$ cat config.mk
export PLATFORM = sky130hd
export DESIGN_NAME = cs_clk_event_sched_flat
export DESIGN_NICKNAME = d
export VERILOG_FILES = /design/src/rtl/cs_sched_pkg.sv /design/src/rtl/cs_clk_event_sched_if.sv /design/src/rtl/cs_rr_arbiter.sv /design/src/rtl/cs_clk_event_sched.sv /design/src/flat_wrapper.sv
export SDC_FILE = /design/constraint.sdc
export NUM_CORES = 1
export LEC_CHECK = 0
export ABC_AREA = 1
export CAP_MARGIN = 20
export CELL_PAD_IN_SITES_DETAIL_PLACEMENT = 0
export CELL_PAD_IN_SITES_GLOBAL_PLACEMENT = 1
export CORE_UTILIZATION = 36
export CTS_CLUSTER_DIAMETER = 200
export DETAILED_ROUTE_END_ITERATION = 8
export PLACE_DENSITY = 0.75
export SYNTH_ARGS = -nofsm -noshare
export SYNTH_HDL_FRONTEND = slang
export SYNTH_SLANG_ARGS = --single-unit
$ cat constraint.sdc
create_clock -name clk_i -period 1.8 [get_ports clk_i]
set_input_delay 0.54 -clock clk_i [delete_from_list [all_inputs] [get_ports clk_i]]
set_output_delay 0.54 -clock clk_i [all_outputs]
set_load 0.02 [all_outputs]
$ cat src/rtl/cs_sched_pkg.sv
// Shared types and constants for the mission-clock event scheduler.
// Holds the FSM state enum, default watchdog limit and stats counter width.
package cs_sched_pkg;

  typedef enum logic [2:0] {
    IDLE = 3'd0,
    PUT  = 3'd1,
    GET  = 3'd2,
    DONE = 3'd3,
    ERR  = 3'd4
  } cs_sched_state_e;

  localparam int WDOG_MAX_DEFAULT = 10000;
  localparam int WDOG_W_DEFAULT   = 16;
  localparam int STATS_W          = 16;

  // Round-robin successor of an index, wrapping n-1 -> 0.
  function automatic int rr_next(input int idx, input int n);
    return (idx + 1 >= n) ? 0 : idx + 1;
  endfunction

endpackage

$ cat src/rtl/cs_clk_event_sched_if.sv
// Fringe put/get channel between the scheduler (master) and the transport glue (slave).
interface cs_clk_event_sched_if #(
  parameter int IDX_W = 2
);
  // Handshake: put_req_o/get_req_o rise with a stable index and stay high until
  // the slave answers with put_done_i/get_valid_i; the transfer completes on the
  // clock edge where request and answer are both high. Answers seen without a
  // matching request are ignored.
  logic             put_req_o;
  logic [IDX_W-1:0] put_idx_o;
  logic             put_done_i;
  logic             get_req_o;
  logic [IDX_W-1:0] get_idx_o;
  logic             get_valid_i;

  modport master (
    output put_req_o, put_idx_o, get_req_o, get_idx_o,
    input  put_done_i, get_valid_i
  );

  modport slave (
    input  put_req_o, put_idx_o, get_req_o, get_idx_o,
    output put_done_i, get_valid_i
  );
endinterface

$ cat src/rtl/cs_rr_arbiter.sv
// Combinational round-robin pick: first set request at or after ptr_i, wrapping.
module cs_rr_arbiter #(
  parameter int N_CLK = 4,
  parameter int IDX_W = 2
) (
  input  logic [N_CLK-1:0] req_i,
  input  logic [IDX_W-1:0] ptr_i,
  output logic [N_CLK-1:0] gnt_o,
  output logic [IDX_W-1:0] idx_o,
  output logic             vld_o
);

  always_comb begin
    logic             found;
    logic [IDX_W-1:0] j;
    found = 1'b0;
    j     = '0;
    gnt_o = '0;
    idx_o = '0;
    for (int k = 0; k < N_CLK; k++) begin
      j = IDX_W'((int'(ptr_i) + k) % N_CLK);
      if (!found && req_i[j]) begin
        found    = 1'b1;
        gnt_o[j] = 1'b1;
        idx_o    = j;
      end
    end
  end

  assign vld_o = |req_i;

endmodule

$ cat src/rtl/cs_clk_event_sched.sv
// Mission-clock event scheduler: latches edge requests, grants round-robin, runs put then get
// per grant while freezing the granted clock. Optional stats outputs under CS_SCHED_STATS_EN.
module cs_clk_event_sched
  import cs_sched_pkg::*;
#(
  parameter int N_CLK    = 4,
  parameter int IDX_W    = 2,
  parameter int WDOG_MAX = WDOG_MAX_DEFAULT,
  parameter int WDOG_W   = WDOG_W_DEFAULT
) (
  input  logic                     clk_i,
  input  logic                     rst_i,
  input  logic [N_CLK-1:0]         edge_req_i,
  input  logic                     put_en_i,
  input  logic                     get_en_i,
  cs_clk_event_sched_if.master     fringe,
  output logic [N_CLK-1:0]         rcv_valid_o,
  output logic [N_CLK-1:0]         freeze_clk_o,
  output logic                     overrun_o,
  output logic                     wdog_err_o,
  output logic                     busy_o,
  output cs_sched_state_e          dbg_state_o
`ifdef CS_SCHED_STATS_EN
  ,
  output logic [N_CLK-1:0][STATS_W-1:0] txn_cnt_o,
  output logic [WDOG_W-1:0]             max_wait_o
`endif
);

  cs_sched_state_e  state_q;
  logic [IDX_W-1:0] idx_q, rr_q;
  logic             get_en_q;
  logic [WDOG_W-1:0] wdog_q;
  logic             put_req_q, get_req_q, wdog_err_q, overrun_q;
  logic [N_CLK-1:0] freeze_q, rcv_q;
  logic [N_CLK-1:0] pend_q, pend_d, clr;
  logic [N_CLK-1:0] gnt_oh, idx_oh;
  logic [IDX_W-1:0] gnt_idx;
  logic             gnt_vld;

  cs_rr_arbiter #(
    .N_CLK (N_CLK),
    .IDX_W (IDX_W)
  ) u_arb (
    .req_i (pend_q),
    .ptr_i (rr_q),
    .gnt_o (gnt_oh),
    .idx_o (gnt_idx),
    .vld_o (gnt_vld)
  );

  assign idx_oh = N_CLK'(1) << idx_q;

  // A new edge in the grant cycle keeps the event pending, so it is served again.
  assign clr    = (state_q == IDLE && gnt_vld) ? gnt_oh : '0;
  assign pend_d = (pend_q & ~clr) | edge_req_i;

  always_ff @(posedge clk_i) begin
    if (rst_i) begin
      pend_q    <= '0;
      overrun_q <= 1'b0;
    end else begin
      pend_q <= pend_d;
      if (|(edge_req_i & pend_q & ~clr)) overrun_q <= 1'b1;
    end
  end

  always_ff @(posedge clk_i) begin
    if (rst_i) begin
      state_q    <= IDLE;
      idx_q      <= '0;
      rr_q       <= '0;
      get_en_q   <= 1'b0;
      wdog_q     <= '0;
      put_req_q  <= 1'b0;
      get_req_q  <= 1'b0;
      freeze_q   <= '0;
      rcv_q      <= '0;
      wdog_err_q <= 1'b0;
    end else begin
      rcv_q <= '0;
      case (state_q)
        IDLE: begin
          if (gnt_vld) begin
            idx_q    <= gnt_idx;
            rr_q     <= IDX_W'(rr_next(int'(gnt_idx), N_CLK));
            get_en_q <= get_en_i;
            if (put_en_i) begin
              state_q   <= PUT;
              put_req_q <= 1'b1;
              freeze_q  <= gnt_oh;
            end else if (get_en_i) begin
              state_q   <= GET;
              get_req_q <= 1'b1;
              freeze_q  <= gnt_oh;
            end else begin
              state_q <= DONE;
              rcv_q   <= gnt_oh;
            end
          end
        end
        PUT: begin
          if (fringe.put_done_i) begin
            put_req_q <= 1'b0;
            if (get_en_q) begin
              state_q   <= GET;
              get_req_q <= 1'b1;
            end else begin
              state_q  <= DONE;
              rcv_q    <= idx_oh;
              freeze_q <= '0;
            end
          end
        end
        GET: begin
          wdog_q <= wdog_q + 1'b1;
          if (fringe.get_valid_i) begin
            state_q   <= DONE;
            get_req_q <= 1'b0;
            rcv_q     <= idx_oh;
            freeze_q  <= '0;
          end else if (wdog_q == WDOG_W'(WDOG_MAX - 1)) begin
            // Freeze is deliberately left on: the mission clock stays held until reset.
            state_q    <= ERR;
            get_req_q  <= 1'b0;
            wdog_err_q <= 1'b1;
          end
        end
        DONE: begin
          wdog_q  <= '0;
          state_q <= IDLE;
        end
        ERR:     state_q <= ERR;
        default: state_q <= IDLE;
      endcase
    end
  end

  assign fringe.put_req_o = put_req_q;
  assign fringe.put_idx_o = idx_q;
  assign fringe.get_req_o = get_req_q;
  assign fringe.get_idx_o = idx_q;
  assign rcv_valid_o      = rcv_q;
  assign freeze_clk_o     = freeze_q;
  assign overrun_o        = overrun_q;
  assign wdog_err_o       = wdog_err_q;
  assign busy_o           = (state_q != IDLE);
  assign dbg_state_o      = state_q;

`ifdef CS_SCHED_STATS_EN
  logic [N_CLK-1:0][STATS_W-1:0] txn_cnt_q;
  logic [WDOG_W-1:0]             max_wait_q;
  logic [WDOG_W-1:0]             wait_now;

  assign wait_now = wdog_q + 1'b1;

  // rcv_q is high exactly in the DONE cycle of a completed transaction.
  always_ff @(posedge clk_i) begin
    if (rst_i) begin
      txn_cnt_q  <= '0;
      max_wait_q <= '0;
    end else begin
      for (int i = 0; i < N_CLK; i++) begin
        if (rcv_q[i] && txn_cnt_q[i] != {STATS_W{1'b1}}) txn_cnt_q[i] <= txn_cnt_q[i] + 1'b1;
      end
      if (state_q == GET && fringe.get_valid_i && wait_now > max_wait_q) max_wait_q <= wait_now;
    end
  end

  assign txn_cnt_o  = txn_cnt_q;
  assign max_wait_o = max_wait_q;
`endif

endmodule

$ cat src/flat_wrapper.sv
// flat-port wrapper written by rule: the top's interface ports become plain ports
module cs_clk_event_sched_flat import cs_sched_pkg::*;
#(
  parameter int N_CLK    = 4,
  parameter int IDX_W    = 2,
  parameter int WDOG_MAX = WDOG_MAX_DEFAULT,
  parameter int WDOG_W   = WDOG_W_DEFAULT
)
  (clk_i, rst_i, edge_req_i, put_en_i, get_en_i, rcv_valid_o, freeze_clk_o, overrun_o, wdog_err_o, busy_o, dbg_state_o, fringe_put_req_o, fringe_put_idx_o, fringe_get_req_o, fringe_get_idx_o, fringe_put_done_i, fringe_get_valid_i);
  cs_clk_event_sched_if #(.IDX_W(IDX_W)) fringe_i ();
  input  logic clk_i;
  input  logic rst_i;
  input  logic [N_CLK-1:0] edge_req_i;
  input  logic put_en_i;
  input  logic get_en_i;
  output logic [N_CLK-1:0] rcv_valid_o;
  output logic [N_CLK-1:0] freeze_clk_o;
  output logic overrun_o;
  output logic wdog_err_o;
  output logic busy_o;
  output cs_sched_state_e dbg_state_o;
  output wire logic [$bits(fringe_i.put_req_o)-1:0] fringe_put_req_o;
  output wire logic [$bits(fringe_i.put_idx_o)-1:0] fringe_put_idx_o;
  output wire logic [$bits(fringe_i.get_req_o)-1:0] fringe_get_req_o;
  output wire logic [$bits(fringe_i.get_idx_o)-1:0] fringe_get_idx_o;
  input wire logic [$bits(fringe_i.put_done_i)-1:0] fringe_put_done_i;
  input wire logic [$bits(fringe_i.get_valid_i)-1:0] fringe_get_valid_i;
  assign fringe_put_req_o = fringe_i.put_req_o;
  assign fringe_put_idx_o = fringe_i.put_idx_o;
  assign fringe_get_req_o = fringe_i.get_req_o;
  assign fringe_get_idx_o = fringe_i.get_idx_o;
  assign fringe_i.put_done_i = fringe_put_done_i;
  assign fringe_i.get_valid_i = fringe_get_valid_i;
  cs_clk_event_sched #(.N_CLK(N_CLK), .IDX_W(IDX_W), .WDOG_MAX(WDOG_MAX), .WDOG_W(WDOG_W)) u_core (.clk_i(clk_i), .rst_i(rst_i), .edge_req_i(edge_req_i), .put_en_i(put_en_i), .get_en_i(get_en_i), .fringe(fringe_i), .rcv_valid_o(rcv_valid_o), .freeze_clk_o(freeze_clk_o), .overrun_o(overrun_o), .wdog_err_o(wdog_err_o), .busy_o(busy_o), .dbg_state_o(dbg_state_o));
endmodule
; ---- Word level (Yosys, flattened, before mapping)
; Cells that the tools add are included.
[totals]
out_inout_bits = 20
latchBits = 0
wordCells = 139
memories = 0
mem_bits_rw = 0
romBits = 0
ff_bits = 40
[op_classes]
div = 0
add_sub_neg = 5
n_bitwise = 9
n_mul = 0
eq_ne = 15
muxes = 64
n_reduce_logical = 24
shifts = 1
order_cmp = 9
[ops]
columns = op, n
row1 = two-way mux 4 bit, 17
row2 = case mux 16 bit (2 select lines), 1
row3 = case mux 4 bit (3 select lines), 2
row4 = two-way mux 1 bit, 23
row5 = "adder 16 x 1 -> 16 bit, second input constant", 1
row6 = "equality test 16 x 14 -> 1 bit, second input constant", 1
row7 = OR 4 bit, 4
row8 = two-way mux 3 bit, 5
row9 = bitwise AND 4 bit, 3
row10 = "less-than comparator 2 x 3 -> 1 bit, second input constant", 4
row11 = "inequality test 2 bit, second input constant", 6
row12 = case mux 3 bit (4 select lines), 1
row13 = two-way mux 2 bit, 5
row14 = binary-select mux 1 bit (select 2 bit), 4
row15 = demux 1 bit (select 2 bit), 4
row16 = ">= comparator 2 x 1 -> 1 bit, second input constant", 4
row17 = logical AND 1 bit, 8
row18 = OR reduction 4 bit, 2
row19 = AND reduction 7 bit, 1
row20 = "equality test 3 x 2 -> 1 bit, second input constant", 2
row21 = AND reduction 3 bit, 2
row22 = AND reduction 6 bit, 1
row23 = nonzero test 3 bit, 2
row24 = "adder 2 bit, second input constant", 2
row25 = 18 further kinds, 22

; ---- Depth between registers and ports, before layout
[logic_depth]
word_depth = 16
mapped_depth = 15
depth_no_buf = 15

; ---- Hierarchy
; From an unflattened synthesis, not the netlist that was laid out.
[hier_totals]
hier_cells = 370
area_unflattened_um2 = 2556.2
[modules_own_cells]
columns = mod, cells_per_inst, area_each_um2, seq_area_each_um2, n_inst
row1 = cs_clk_event_sched, 287, 2021.9, 800.8, 1
row2 = cs_rr_arbiter, 83, 534.3, 0.0, 1

; ---- Least setup slack after synthesis
; Ideal clock, no wire load.
[synth_timing]
kind = register to register
start = reg u_core.rr_q[1]
end = reg u_core.overrun_q, in the netlist u_core.overrun_o
arrival_time_ns = 1.886
path_stages_with_launch = 15
required_time_ns = 1.672
path_slack_ns = -0.213
path_cell_list = dfxtp_1 -> inv_1 -> ha_1 -> inv_1 -> nand3_1 -> nand2_4 -> nand2_4 -> nor2_4 -> nand2_1 -> nand3_2 -> nand2_2 -> nand2_1 -> nand2_1 -> nor2_1 -> nor2_1
[synth_between]
elab_chain_len = 16
[synth_rtl]
columns = item, line_no
row1 = from (decl), cs_clk_event_sched.sv:31  ; logic [IDX_W-1:0] idx_q, rr_q;
row2 = from (signal assigned), cs_clk_event_sched.sv:86  ; rr_q <= IDX_W'(rr_next(int'(gnt_idx), N_CLK));
row3 = "parallel branches: the longest is 11 deep, another holds less-than comparator 2 x 3 -> 1 bit", n/a
row4 = two-way mux 4 bit (*), cs_rr_arbiter.sv:22  ; if (!found && req_i[j]) begin
row5 = two-way mux 4 bit (*), cs_clk_event_sched.sv:55  ; assign clr = (state_q == IDLE && gnt_vld) ? gnt_oh : '0;
row6 = NOT 4 bit (*), cs_clk_event_sched.sv:64  ; if (|(edge_req_i & pend_q & ~clr)) overrun_q <= 1'b1;
row7 = bitwise AND 4 bit (*), cs_clk_event_sched.sv:64
row8 = OR reduction 4 bit (*), cs_clk_event_sched.sv:64
row9 = to (signal assigned), cs_clk_event_sched.sv:61  ; overrun_q <= 1'b0;
row10 = to (signal assigned), cs_clk_event_sched.sv:64
row11 = to (decl), cs_clk_event_sched.sv:34  ; logic put_req_q, get_req_q, wdog_err_q, overrun_q;
; Mark *: on every way between the ends. The select of a mux whose other input is x is not followed.
; A chain may end at the register's enable or synchronous reset.

; ---- Final worst setup path
; Same ends and word-level chain as after synthesis.

==> impl_results.md <==
- Status: finished with violations
- Failing checks: DRC
- Main flop type after synthesis: dfxtp_1
- Post-synth EDFFs: 0
- Wirelength, routed: 6380 um
- # hold bufs at CTS: 0
- Antenna violations before repair: 0
- Required @ worst endpoint: 1.98 ns
- Drt first-iter violations: 100
- Max cap viols: 0
- Cell Chain, Critical Path: inv_2, ha_4, nand3_1, nand2_2, nand2_4, nor2_4, nand2_1, nand3_2, nand2_4, nand2_2, nand2_1, nor2_1, nor2_1
- Peak supply drop: 0.000430 V
- Met3 WL: 167 um
- Largest net degree at the start of global routing: 19
- Internal power: 0.00254 W
- Synthesis-stage register bit count: 40
- Post-Syn Area per Cell: 6.79 um^2
- Crit. End Element: flop
- Fin util: 51.1%
- Pins Over Slew Limit: 0
- Clock transition at path regs: 0.07 ns
- Worst path slowest cell: dfxtp_2
- Seq pwr share: 24.0%
- Post-placement setup slack: -0.153 ns
- Post-Syn Area: 2420 um^2
- Seq/Total Area, Yosys: 33.0%
- Fin cells: 495
- Worst EP arrival: 1.98 ns
- RSZ-0062 raised after global routing: yes
- DRT antenna net count: 0
- Total CTS buffers: 5
- Hold WS: 0.454 ns
- Layout area overhead: 35.2%
- WP buf/inv: 1
- Top routing layer in use: met4
- DR vias/cell: 5.07
- Tcrit/Tclk final: 99.7%
- Top-area cell type share of the netlist area: 33.0%
- Tot GR Track Use: 18.1%
- Netlist cell types: 36
- Synth top area cells: dfxtp_1, nand2_1, inv_1, a21oi_1, nand3_1
- Cells after Synth: 357
- Yosys warns: 0
- # IOs: 30
- Min-delay worst type: flop to flop
- Setup violators final: 0
- Sw Ratio: 46.7%
- Max Freq: 557 MHz
- Met2 WL: 3150 um
- Cell family with most CP delay: simple AND/OR/NAND/NOR gates
- Port bufs: 29
- DRC errors left: 4
- Final clock skew: 0.00514 ns
- Clk network pwr share: 12.0%
- Die Ht: 84.1 um
- Pwr per Cell Area: 1460 nW/um^2
- Vias: 2512
- Final WS setup: 0.00490 ns
- Yosys top cell by area: dfxtp_1
- Placed cell count: 480
- Synth Net Count: 374
- WL/cell: 12.9 um
- Worst-path fanout max: 5
- Num rows: 29
- First drt pass iteration count: 6
- Final HPWL from detailed placement: 4810 um
- CTS tree: done
- Worst setup SP type: flop
- Clk_lat worst skew: 0.29 ns
- GP Congestion: 0.894
- Root buffer cell: clkbuf_8
- Die width: 84.1 um
- First-pass GRT wire length: 10300 um
- Worst-Margin Slew: 0.399 ns
- Ant diodes: 0
- Die area: 7070 um^2
- Share of cells above drive strength 1: 26.1%
- Worst setup path class: flop to flop
- Leak: 1.63 nW
- Crit path time final: 1.80 ns
- Post-synth ARST share: 0%
- H-tree Lvls: 2
- Overflow after GRT: 0
- Sw Pwr: 0.00223 W
- Clock Path Buffers: 2
- TritonCTS Sinks: 40
- Number of global-route vias before repair: 2222
- WL met1: 3000 um
- Relative slew margins: 73.4%
- Final hold viol count: 0
- Area of the core: 6420 um^2
- Crit path largest cell delay: 0.34 ns
- Nets: 435
- Combinational Power Share: 64.0%
- Initial core utilization: 37.8%
## power by group through the flow
| stage | Sequential [W] | Combinational (W) | Clock [W] |
|---|---|---|---|
| after CTS | 0.00115 | 0.00278 | 0.000594 |
| final | 0.00114 | 0.00306 | 0.000572 |
| after global placement | 0.00117 | 0.00273 | 0 |
| after floorplan | 0.00129 | 0.00164 | 0 |
| after global routing | 0.00117 | 0.00335 | 0.000635 |
| after detailed placement | 0.00117 | 0.00272 | 0 |
## Yosys cell counts (5+ instances only)
cell type,n
inv_1,47
a21oi_1,35
nand2_2,8
nor2_1,32
nand4_1,5
nand3_2,5
ha_1,7
a211oi_1,5
nand2_1,80
nand2_4,5
dfxtp_1,40
o21ai_0,14
nand3_1,26
inv_2,6
## path summary, 6_finish.rpt
kind | startpoint | end | slack, ns | cells after the start
setup / recovery | u_core.rr_q[1] | u_core.overrun_o | 0.005 | 13
hold / removal | u_core.wdog_q[0] | u_core.wdog_q[0] | 0.45 | 1
setup reg to reg | u_core.rr_q[1] | u_core.overrun_o | 0.005 | 13
hold reg to reg | u_core.wdog_q[0] | u_core.wdog_q[0] | 0.45 | 1
## metal layers
metal	up-vias	track usage [%]
li1	1284	-
met1	1179	23.9
met2	42	30.0
met3	7	3.17
met4	0	5.02
met5	-	0
## flip-flops by register name, indices dropped and copies added (netlist names), named ones only
signal and cells:
u_core.wdog_q 16, u_core.freeze_clk_o 4, u_core.pend_q 4, u_core.rcv_valid_o 4, u_core.dbg_state_o 3, u_core.fringe.get_idx_o 2, u_core.fringe.get_req_o 1, u_core.fringe.put_req_o 1
u_core.get_en_q 1, u_core.overrun_o 1, u_core.rr_q 1, u_core.wdog_err_o 1
## cells by family (layout without fill, tap and decap cells)
group	count (synthesis)	count (layout)	synth area share [%]
buffers and inverters	63	124	10.7
flip-flops	40	40	33.0
adder cells (fa/ha/maj)	7	7	3.61
AND/OR/NAND/NOR	176	176	35.6
AO/OA/AOI/OAI	71	71	17.1
## cells in the final DEF, fill, tap and decap left out, drive strengths merged, types with 4 or more instances in the layout
| cell type | synthesis | layout |
|---|---|---|
| inv | 54 | 53 |
| nand2 | 93 | 93 |
| a21oi | 35 | 35 |
| nand4 | 5 | 5 |
| a21boi | 5 | 5 |
| nor3 | 5 | 5 |
| nor2 | 37 | 37 |
| clkbuf | 4 | 5 |
| buf | 5 | 34 |
| dfxtp | 40 | 40 |
| dlygate4sd2 | 0 | 9 |
| o22ai | 4 | 4 |
| a211oi | 5 | 5 |
| clkdlybuf4s50 | 0 | 10 |
| ha | 7 | 7 |
| nand3 | 32 | 32 |
| dlymetal6s2s | 0 | 10 |
| o21ai | 17 | 17 |
## cell type report
cell class,instances,area [um^2]
sequential,40,807
timing repair buffer,63,571
clock buffer,5,68.8
inverter,54,211
multi-input combinational,254,1510
clock inverter,2,12.5
fill,663,3140
tap,77,96.3
## metrics by stage
stage | cell area [um^2] | TNS [ns] | total power [W]
3_3_place_gp | 2970 | -0.759 | 0.00390
6_report | 3280 | 0 | 0.00477
3_5_place_dp | 2970 | -0.831 | 0.00389
5_1_grt | 3280 | -0.296 | 0.00515
2_1_floorplan | 2440 | 0 | 0.00293
4_1_cts | 3080 | 0 | 0.00452
## repair_timing
item,4_1_cts,5_1_grt
buffers inserted,3,5
setup endpoints to repair,14,31
pin swaps,5,21
gates resized for setup,16,42
(Power assumes the default switching activity.)
==> variant (same flow settings) <==
`N_CLK` is set to 4 in 3 places; all go to 3.
--- a/src/rtl/cs_rr_arbiter.sv
+++ b/src/rtl/cs_rr_arbiter.sv
@@ -1,6 +1,6 @@
 // Combinational round-robin pick: first set request at or after ptr_i, wrapping.
 module cs_rr_arbiter #(
-  parameter int N_CLK = 4,
+  parameter int N_CLK = 3,
   parameter int IDX_W = 2
 ) (
   input  logic [N_CLK-1:0] req_i,
--- a/src/rtl/cs_clk_event_sched.sv
+++ b/src/rtl/cs_clk_event_sched.sv
@@ -3,7 +3,7 @@
 module cs_clk_event_sched
   import cs_sched_pkg::*;
 #(
-  parameter int N_CLK    = 4,
+  parameter int N_CLK    = 3,
   parameter int IDX_W    = 2,
   parameter int WDOG_MAX = WDOG_MAX_DEFAULT,
   parameter int WDOG_W   = WDOG_W_DEFAULT
--- a/src/flat_wrapper.sv
+++ b/src/flat_wrapper.sv
@@ -1,7 +1,7 @@
 // flat-port wrapper written by rule: the top's interface ports become plain ports
 module cs_clk_event_sched_flat import cs_sched_pkg::*;
 #(
-  parameter int N_CLK    = 4,
+  parameter int N_CLK    = 3,
   parameter int IDX_W    = 2,
   parameter int WDOG_MAX = WDOG_MAX_DEFAULT,
   parameter int WDOG_W   = WDOG_W_DEFAULT
Interface: changed (resized edge_req_i, freeze_clk_o and rcv_valid_o); port bits go from 30 to 27. No check against the original RTL was run, so the function may have changed too.
==> variant against the unedited design <==
Global-route usage fell by 0.69 points. Clock skew grew 0.0038 ns. Design area fell by 16%. Area after synthesis shrank 15%. Routed wire length shrank 25%. Fmax increased by 2.3%. Critical path type is now register to primary output. Total power fell by 12%. Sequential cell count decreased by 3. Combinational power down 23%. Worst setup slack gained 0.041 ns.
==> variant: results (changes against the unedited design) <==
pwr-share-seq_pct: 25.8  # +1.8 points
synth-adder-area-share_pct: 3.04  # -0.57 points
path_max_fanout: 1  # -4
syn-num-nets: 311  # -17%
hold_path_startpoint: "u_core.wdog_err_o"
vdd_drop_max_mv: 0.751  # +75%
seq_area_frac_synth_pct: 36.0  # +3.0 points
dr.first_iter.drc_count: 73  # -27%
first_global_vias: 1860  # -16%
grt_first_pass_wirelength_um: 8270  # -20%
critical_path.reg2reg.startpoint: "u_core.rr_q[0]"
finClkSkew_ns: 0.00893  # +0.00379 ns
drt_pass1_iterations: 5  # -1
status: "finished clean"
critPathArrivalTime_ns: 1.21  # -0.77 ns
overflow: 0  # unchanged
globalRouteTotalUtil_pct: 17.4  # -0.69 points
drive_gt1_share_pct: 24.4  # -1.7 points
synth_xor_area_share_pct: 0.426  # +0.43 points
placement.io_buffers: 26  # -10%
final_nets: 361  # -17%
power_switching_mw: 1.80  # -19%
post_drt_wl_per_cell_um: 11.5  # -11%
synthTopCellsByCount: "sky130_fd_sc_hd__nand2_1 (57), sky130_fd_sc_hd__inv_1 (42), sky130_fd_sc_hd__dfxtp_1 (37)"
vias_per_cell: 4.79  # -5.7%
critical_path.slowest_cell: "sky130_fd_sc_hd__clkdlybuf4s50_1"
power.clock.total_uw: 763  # +33%
grt_start_max_net_pins: 13  # -6
synth_area_leaders: "sky130_fd_sc_hd__dfxtp_1 (36%), sky130_fd_sc_hd__nand2_1 (10%), sky130_fd_sc_hd__inv_1 (7.7%)"
worst_path_dominant_cell_family: "buffers and inverters"
yosysUniqueCellTypes: 35  # -2.8%
gpl.final_weighted_congestion: 0.851  # -4.8%
detailed_place.area_mm2: 0.00255  # -14%
place_hpwl_um: 3670  # -24%
cpPeakStageDelay_ns: 0.60  # +0.26 ns
leakage_nw: 1.27  # -22%
worst-slew-pin-transition_ns: 0.386  # -0.0128 ns
crit_start: "u_core.rcv_valid_o[1]"
==> variant: path summary, 6_finish.rpt <==
check | endpoint | slack (ns) | depth (start not counted)
max | rcv_valid_o[1] | 0.05 | 1
min reg2reg | u_core.wdog_err_o | 0.45 | 2
max reg2reg | u_core.overrun_o | 0.11 | 15
min | u_core.wdog_err_o | 0.45 | 2
==> variant: cell families after synthesis <==
| kind of cell | after synthesis |
|---|---|
| xor+xnor | 1 |
| flops | 37 |
| compound gates | 57 |
| buf+inv | 60 |
| fa+ha+maj | 5 |
| simple gates | 137 |
==> variant: cell type report <==
type	instances	share of cell area [%]
clock buffers	6	3.01
clock inverters	2	1.37
inverters	54	7.39
multi-input cells	200	42.2
flip-flops and latches	37	27.2
well taps	72	3.29
repair buffers	49	15.5
==> variant: per-layer routing <==
metal | up-vias | global-route usage, % | wire length, µm
met3 | 5 | 3.76 | 248
li1 | 1066 | - | -
met2 | 43 | 28.4 | 2130
met5 | - | 0 | 0
met4 | 0 | 5.66 | 69
met1 | 896 | 22.5 | 2360
==> variant: repair_timing <==
item	CTS	global route
pin swaps	0	5
endpoints found under the setup margin	12	21
buffers inserted	0	0
hold buffers	0	0
resized for setup	13	26
==> variant: through the flow <==
stage,setup WS [ns],setup TNS (ns),power [mW],std cells,util [%]
final,0.0455,0,4.20,420,49.8
after global routing,-0.0373,-0.0373,4.55,420,49.8
after CTS,0.000253,0,4.13,420,48.4
after detailed placement,-0.0275,-0.0614,3.39,412,46.2
after global placement,0.0162,0,3.39,412,46.2
after floorplan,0.0762,0,2.55,297,-
